--- config.mk ---
export PLATFORM = sky130hd
export DESIGN_NAME = tx_cmd_sched
export DESIGN_NICKNAME = d
export VERILOG_FILES = /design/src/rtl/tx_cmd_sched.sv
export SDC_FILE = /design/constraint.sdc
export NUM_CORES = 1
export LEC_CHECK = 0
export CAP_MARGIN = 20
export CORE_UTILIZATION = 49
export DETAILED_ROUTE_END_ITERATION = 10
export PLACE_DENSITY = 0.8
export SKIP_CTS_REPAIR_TIMING = 1
export SYNTH_ARGS = -nofsm -noshare
export SYNTH_HDL_FRONTEND = slang
export SYNTH_SLANG_ARGS = --single-unit
--- constraint.sdc ---
create_clock -name clk -period 9.4 [get_ports clk]
set_input_delay 2.35 -clock clk [delete_from_list [all_inputs] [get_ports clk]]
set_output_delay 2.35 -clock clk [all_outputs]
set_load 0.05 [all_outputs]
--- src/rtl/tx_cmd_sched.sv ---
// UART command parser and burst scheduler: decodes framed commands from the MCU,
// programs pattern/burst length, runs bit-counted bursts and answers ACK/NAK.
module tx_cmd_sched #(
   parameter logic [7:0]  DEFAULT_PATTERN = 8'hAA,
   parameter logic [31:0] DEFAULT_COUNT   = 32'd9_000_000,
   parameter int unsigned TIMEOUT_CYC     = 250000
) (
   input  logic        clk,
   input  logic        rst,
   input  logic        from_uart_valid,
   input  logic [7:0]  from_uart_data,
   output logic [7:0]  to_uart_data,
   output logic        to_uart_valid,
   input  logic        to_uart_ready,
   input  logic        bit_tick,
   output logic [7:0]  reg_data,
   output logic [31:0] max_tx_count,
   output logic        tx_enable,
   output logic        max_tx_flag,
   output logic        busy
);

   localparam logic [7:0] SYNC_BYTE   = 8'hA5;
   localparam logic [7:0] ACK_BYTE    = 8'h06;
   localparam logic [7:0] NAK_BYTE    = 8'h15;
   localparam logic [7:0] CMD_PATTERN = 8'h01;
   localparam logic [7:0] CMD_COUNT   = 8'h02;
   localparam logic [7:0] CMD_START   = 8'h03;
   localparam logic [7:0] CMD_STOP    = 8'h04;

   localparam int unsigned TW = (TIMEOUT_CYC < 2) ? 1 : $clog2(TIMEOUT_CYC + 1);
   localparam logic [TW-1:0] TMO_LAST = TW'(TIMEOUT_CYC - 1);

   typedef enum logic [2:0] {
      S_HUNT,
      S_CMD,
      S_DATA,
      S_CHK,
      S_EXEC,
      S_RESP
   } state_t;

   state_t        state;
   logic [7:0]    cmd;
   logic [31:0]   data_sr;
   logic [7:0]    chk_acc;
   logic [1:0]    idx;
   logic          nak_force;
   logic [TW-1:0] tmo_cnt;
   logic [31:0]   tx_bit_cnt;
   logic          exec_ack;

   always_comb begin
      exec_ack = 1'b0;
      if (!nak_force) begin
         case (cmd)
            CMD_PATTERN: exec_ack = 1'b1;
            CMD_COUNT:   exec_ack = !tx_enable;
            CMD_START:   exec_ack = (max_tx_count != '0);
            CMD_STOP:    exec_ack = 1'b1;
            default:     exec_ack = 1'b0;
         endcase
      end
   end

   always_ff @(posedge clk or negedge rst) begin
      if (!rst) begin
         state         <= S_HUNT;
         cmd           <= '0;
         data_sr       <= '0;
         chk_acc       <= '0;
         idx           <= '0;
         nak_force     <= 1'b0;
         tmo_cnt       <= '0;
         tx_bit_cnt    <= '0;
         reg_data      <= DEFAULT_PATTERN;
         max_tx_count  <= DEFAULT_COUNT;
         tx_enable     <= 1'b0;
         max_tx_flag   <= 1'b0;
         to_uart_valid <= 1'b0;
         to_uart_data  <= '0;
         busy          <= 1'b0;
      end else begin
         // Burst counting first so that a START/STOP executing on the final tick overrides it.
         if (bit_tick && tx_enable) begin
            if (tx_bit_cnt == max_tx_count - 32'd1) begin
               tx_enable   <= 1'b0;
               max_tx_flag <= 1'b1;
               tx_bit_cnt  <= '0;
            end else begin
               tx_bit_cnt <= tx_bit_cnt + 32'd1;
            end
         end

         case (state)
            S_HUNT: begin
               if (from_uart_valid && from_uart_data == SYNC_BYTE) begin
                  state   <= S_CMD;
                  busy    <= 1'b1;
                  tmo_cnt <= '0;
               end
            end

            S_CMD, S_DATA, S_CHK: begin
               if (from_uart_valid) begin
                  tmo_cnt <= '0;
                  case (state)
                     S_CMD: begin
                        cmd       <= from_uart_data;
                        chk_acc   <= from_uart_data;
                        idx       <= '0;
                        nak_force <= 1'b0;
                        state     <= S_DATA;
                     end
                     S_DATA: begin
                        data_sr <= {data_sr[23:0], from_uart_data};
                        chk_acc <= chk_acc ^ from_uart_data;
                        idx     <= idx + 2'd1;
                        if (idx == 2'd3) state <= S_CHK;
                     end
                     default: begin
                        nak_force <= (from_uart_data != chk_acc);
                        state     <= S_EXEC;
                     end
                  endcase
               end else if (tmo_cnt == TMO_LAST) begin
                  state <= S_HUNT;
                  busy  <= 1'b0;
               end else begin
                  tmo_cnt <= tmo_cnt + TW'(1);
               end
            end

            S_EXEC: begin
               to_uart_data  <= exec_ack ? ACK_BYTE : NAK_BYTE;
               to_uart_valid <= 1'b1;
               state         <= S_RESP;
               if (exec_ack) begin
                  case (cmd)
                     CMD_PATTERN: reg_data <= data_sr[7:0];
                     CMD_COUNT:   max_tx_count <= data_sr;
                     CMD_START: begin
                        tx_bit_cnt  <= '0;
                        tx_enable   <= 1'b1;
                        max_tx_flag <= 1'b0;
                     end
                     CMD_STOP:    tx_enable <= 1'b0;
                     default: ;
                  endcase
               end
            end

            S_RESP: begin
               if (to_uart_ready) begin
                  to_uart_valid <= 1'b0;
                  state         <= S_HUNT;
                  busy          <= 1'b0;
               end
            end

            default: begin
               state <= S_HUNT;
               busy  <= 1'b0;
            end
         endcase
      end
   end

endmodule

==> results of run 1 <==
==> final timing paths <==
| check | from | endpoint |
|---|---|---|
| worst max-delay path | from_uart_data[6] | tmo_cnt[16] |
| worst min-delay path | to_uart_data[2] | to_uart_data[2] |
| worst max register to register | max_tx_count[0] | tx_bit_cnt[31] |
| worst min register to register | to_uart_data[2] | to_uart_data[2] |
| max in group asynchronous | rst | max_tx_count[19] |
| min in group asynchronous | rst | tx_bit_cnt[5] |
==> layout by cell type (no fill, tap or decap), types with 5 or more instances in the layout <==
cell,instances
a211oi_1,5
a21oi_1,22
a31oi_1,8
and3_1,14
and4_1,9
clkbuf_16,17
clkdlybuf4s50_1,59
dfrtp_1,140
dfstp_2,11
inv_1,8
inv_6,5
inv_8,5
mux2_1,32
mux2_2,47
nand2_1,52
nand2b_1,6
nand3_1,25
nand4_1,19
nor2_1,38
nor2b_1,6
nor3_1,17
nor3_2,31
nor4_1,17
o21ai_0,41
o21ai_1,12
o31ai_1,8
or3_1,9
or4_1,7
xnor2_1,33
xor2_1,44
==> critical path, cell delays in order <==
cell and delay (ns):
clkdlybuf4s50_1 0.54, nand4bb_1 0.24, nor4_1 0.39, nor2_1 0.08, a211o_1 0.51, nor2_1 0.65, nand2_1 0.15, o31ai_1 0.21
==> registers in the layout (all words and copies together) (netlist names) <==
| signal | flops |
|---|---|
| data_sr | 32 |
| cmd | 8 |
| tx_bit_cnt | 32 |
| busy | 1 |
| tmo_cnt | 18 |
| max_tx_flag | 1 |
| idx | 2 |
| state | 3 |
| chk_acc | 8 |
| to_uart_valid | 1 |
| tx_enable | 1 |
| nak_force | 1 |
| reg_data | 8 |
| max_tx_count | 32 |
| to_uart_data | 3 |
==> per-layer routing <==
| layer | GRT usage | up-vias | wire [µm] |
|---|---|---|---|
| met5 | 0 | - | 0 |
| met4 | 0.0832 | 0 | 419 |
| met3 | 0.0572 | 41 | 1110 |
| met2 | 0.387 | 221 | 9170 |
| met1 | 0.336 | 3069 | 8480 |
| li1 | - | 2916 | - |
==> logic make-up after synthesis <==
family          Yosys count  synth area share
xor+xnor                 77            0.0826
mux                      81             0.111
flops                   151             0.464
simple gates            283             0.210
fa+ha+maj                 4           0.00613
buf+inv                  55            0.0314
other cells               1          0.000459
compound gates          124            0.0933
==> area by class of cell <==
type	count	area [µm²]
flip-flops and latches	151	3790
clock inverters	15	154
fillers	1294	6580
inverters	8	30.0
well taps	216	270
clock buffers	17	425
multi-input cells	573	4150
repair buffers	65	659
==> metrics by stage <==
stage | util | area [µm²] | cells | hold slack, ns | power [W]
after global routing | 0.590 | 9480 | 1045 | 0.516 | 0.00216
after floorplan | - | 8180 | 779 | 0.452 | 0.00123
after global placement | 0.552 | 8870 | 1012 | 0.451 | 0.00137
after detailed placement | 0.552 | 8870 | 1012 | 0.453 | 0.00139
final | 0.590 | 9480 | 1045 | 0.465 | 0.00204
after CTS | 0.588 | 9450 | 1044 | 0.470 | 0.00206
==> power breakdown <==
group          internal [W]  switching (W)  total, W
clock network      0.000354       0.000310  0.000665
registers          0.000778       0.000141  0.000919
logic              0.000201       0.000259  0.000460
==> impl_metrics.tcl, run 1 <==
set metrics [dict create \
    cts_buffer_depth 2 \
    startpoint_type "primary input" \
    h-tree-depth 4 \
    drc 0 \
    drive_gt1_frac 0.165 \
    drt-initial-drc-count 520 \
    die-area_um2 17200 \
    grt_max_degree 82 \
    hold-path-cell-count 1 \
    period_share 0.508 \
    async_reset_ff_frac 1.00 \
    antenna-diode-count 0 \
    area.growth.synth_to_final_pct 16.1 \
    cts_buffers 17 \
    rows 46 \
    ys_seq_elements 151 \
    clock-sinks 151 \
    ys_warn_count 0 \
    ant_nets 0 \
    hold_violations 0 \
    syn_area_um2 8170 \
    firstDrtPassIters 5 \
    core_region_area_um2 16100 \
    grt_pass1_wl_um 32000 \
    fmax_mhz 209 \
    critical_path.max_fanout 22 \
    path_class "primary input to flip-flop" \
    io_pins 65 \
    skew_ns 0.0111 \
    slew_violations 0 \
    r2r_setup_slack_ns 5.10 \
    syn_inst 776 \
    ir_drop_v 0.000232 \
    grt.total_usage 0.246 \
    rsz0062_at_grt "no" \
    min_period_ns 4.78 \
    wl_per_cell_um 18.4 \
    critical_path_arrival_ns 5.12 \
    route.vias.total 6247 \
    die_height_um 131 \
    grt_pass1_vias 6036 \
    dp_hpwl_um 13400 \
    drt_wl_total_um 19200 \
    synth.yosys.seq_area_share 0.464 \
    post-synth-top-count-cell "dfrtp_1" \
    gp_congestion 0.878 \
    clk_latency_ns 0.43 \
    clk_pin_slew_ns 0.07 \
    worstSetupEndpointType "flip-flop" \
    max_slew_margin 0.298 \
    setup_viol 0 \
    setup_tns_ns 0 \
    die_w_um 131 \
    yosysTopAreaCell "dfrtp_1" \
    required_ns 9.74 \
    worst-r2r-cell-count 10 \
    synth_top_flop_cell "dfrtp_1" \
    antenna_found_initial 0 \
    synth_commonest_cells "140 x dfrtp_1, 52 x nand2_1, 47 x mux2_2" \
    fin_nets 833 \
    ys_types 68 \
    power.density_nw_per_um2 216 \
    fin_ws_ns 4.62 \
    yosysTopAreaCellShare 0.429 \
    port_buffers 60 \
    worst_pin_slew_ns 1.05 \
    maxCapViolations 0 \
    post-place-ws_ns 4.16 \
    start_util 0.508 \
    synthTopCellsByArea "dfrtp_1 43%, mux2_2 6.5%, xor2_1 4.7%" \
    cts_root_buf "clkbuf_16" \
    leakage_nw 4.22 \
    status "complete, no violations" \
    overflow 0 \
    via_per_inst 5.98 \
    synth_edf_count 0 \
    avgSynthCellArea_um2 10.5 \
    hold_class "flip-flop to flip-flop" \
    cts_tree "built" \
]
No activity file was read; power rests on OpenSTA's default activity.
==> run 2, diff against run 1 <==
- PLACE_DENSITY: 0.8 -> 0.83
- clock period: 9.4 -> 4.2 ns (I/O delays scaled with it)
==> run 2 against run 1 <==
Effect of this change: combinational power increased by 130%; clock power up 130%; routed wire length increased by 4.6%; cell area increased by 0.58%; clock-buffer cell count up 2; critical path depth increased by 3; worst hold slack gained 0.011 ns; sequential power increased by 130%; global-route usage rose by 0.33 points; largest cell class unchanged.
==> impl_metrics.tcl, run 2 (synthesis gave the netlist of run 1 again) <==
set metrics [dict create \
    status "complete, no violations" \
    critPathBufInv 3 \
    period_share 0.881 \
    worst_pin_slew_ns 1.14 \
    crit_slowest_cell "nor3b_1" \
    port_buffers 60 \
    hold_class "flip-flop to flip-flop" \
    clock-sinks 151 \
    multi_input_area_um2 4140 \
    design_area_um2 9530 \
    die_w_um 131 \
    mostFrequentLayoutCells "140 x dfrtp_1, 59 x clkdlybuf4s50_1, 52 x nand2_1" \
    gp_congestion 0.913 \
    hold_violations 0 \
    final_common_cell "dfrtp_1" \
    antenna-diode-count 0 \
    post_dp_cell_area_um2 8950 \
    nFillCells 1285 \
    crit_chain "inv_1 > ha_1 > nor3b_1 > nand4_1 > nor3_1 > buf_4 > a31oi_1 > or4_4 > nor4_4 > buf_12 > nor3_2" \
    path_class "flip-flop to flip-flop" \
    die-area_um2 17200 \
    overflow 0 \
    worstSetupEndpointType "flip-flop" \
    crit_family "simple AND/OR/NAND/NOR gates" \
    grt_pass1_vias 6120 \
    min_period_ns 3.70 \
    clk_pin_slew_ns 0.07 \
    cts_tree "built" \
    cts_root_buf "clkbuf_16" \
    reg_top3 "data_sr x32, max_tx_count x32, tx_bit_cnt x32" \
    cts_buffer_depth 2 \
    r2r_setup_slack_ns 0.50 \
    skew_ns 0.00895 \
    rr_startpoint "max_tx_count[0]" \
    power_w 0.00466 \
    grt_max_degree 96 \
    drt-initial-drc-count 561 \
    fin_nets 838 \
    critical_path_arrival_ns 3.96 \
    rows 46 \
    r2r-end "tx_bit_cnt[5]" \
    clk_latency_ns 0.43 \
    area.growth.synth_to_final_pct 16.7 \
    cp-endpoint "tx_bit_cnt[5]" \
    worst-r2r-cell-count 11 \
    setup_tns_ns 0 \
    rsz0062_at_grt "no" \
    power.density_nw_per_um2 489 \
    drt_wl_total_um 20100 \
    firstDrtPassIters 7 \
    fmax_mhz 270 \
    grt.total_usage 0.249 \
    regArea_um2 3790 \
    slew_violations 0 \
    startpoint_type "flip-flop" \
    slowest_delay_ns 0.67 \
    die_height_um 131 \
    path_depth 11 \
    maxCapViolations 0 \
    grt_pass1_wl_um 32500 \
    core_region_area_um2 16100 \
    cts_buffers 17 \
    route.vias.total 6340 \
    via_per_inst 6.04 \
    io_pins 65 \
    hold-path-cell-count 1 \
    ir_drop_v 0.000490 \
    startpoint "max_tx_count[0]" \
    antenna_found_initial 0 \
    drive_gt1_frac 0.168 \
    leakage_nw 4.24 \
    critical_path.max_fanout 31 \
    dp_hpwl_um 13800 \
    ant_nets 0 \
    setup_viol 0 \
    max_slew_margin 0.238 \
    wl_per_cell_um 19.1 \
    start_util 0.508 \
    drc 0 \
    required_ns 4.47 \
    h-tree-depth 4 \
]
==> run 2: cell types whose count changed in the layout (fill, tap and decap cells not counted), moves of 2 or more <==
| cell | previous run | this run |
|---|---|---|
| inv_8 | 5 | 0 |
| bufinv_16 | 0 | 2 |
| buf_4 | 4 | 7 |
| clkinvlp_4 | 1 | 3 |
| clkinv_8 | 2 | 0 |
| clkinv_2 | 1 | 3 |
| buf_12 | 0 | 3 |
==> run 2: cell type report <==
| class | instances | share of cell area |
|---|---|---|
| Multi-Input combinational cell | 573 | 0.434 |
| Inverter | 8 | 0.00315 |
| Timing Repair Buffer | 70 | 0.0750 |
| Sequential cell | 151 | 0.398 |
| Tap cell | 216 | 0.0284 |
| Clock buffer | 19 | 0.0465 |
| Clock inverter | 13 | 0.0148 |
==> run 2: worst min-delay path by stage <==
stage                            end       startpoint
floorplan           max_tx_count[31]      data_sr[31]
global placement     to_uart_data[2]  to_uart_data[2]
detailed placement   to_uart_data[2]  to_uart_data[2]
CTS                  to_uart_data[2]  to_uart_data[2]
global route         to_uart_data[2]  to_uart_data[2]
finish               to_uart_data[2]  to_uart_data[2]
==> run 2: per-stage QoR <==
| step | setup WS (ns) | hold WS [ns] | cells | util |
|---|---|---|---|---|
| finish | 0.502 | 0.476 | 1050 | 0.594 |
| global placement | 0.604 | 0.454 | 1018 | 0.557 |
| floorplan | 0.737 | 0.452 | 779 | - |
| CTS | 0.522 | 0.478 | 1050 | 0.594 |
| global route | 0.112 | 0.491 | 1050 | 0.594 |
| detailed placement | 0.443 | 0.457 | 1018 | 0.557 |
==> run 2: power by group <==
group	internal [W]	switching (W)	leakage, nW
clock	0.000896	0.000638	0.281
combinational	0.000459	0.000593	2.01
sequential	0.00174	0.000333	1.95
==> run 2: per-layer routing <==
metal | vias up | GRT usage | part of all wire
li1 | 2916 | - | -
met1 | 3168 | 0.337 | 0.44
met2 | 227 | 0.407 | 0.49
met3 | 29 | 0.0503 | 0.058
met4 | 0 | 0.0717 | 0.016
met5 | - | 0 | 0
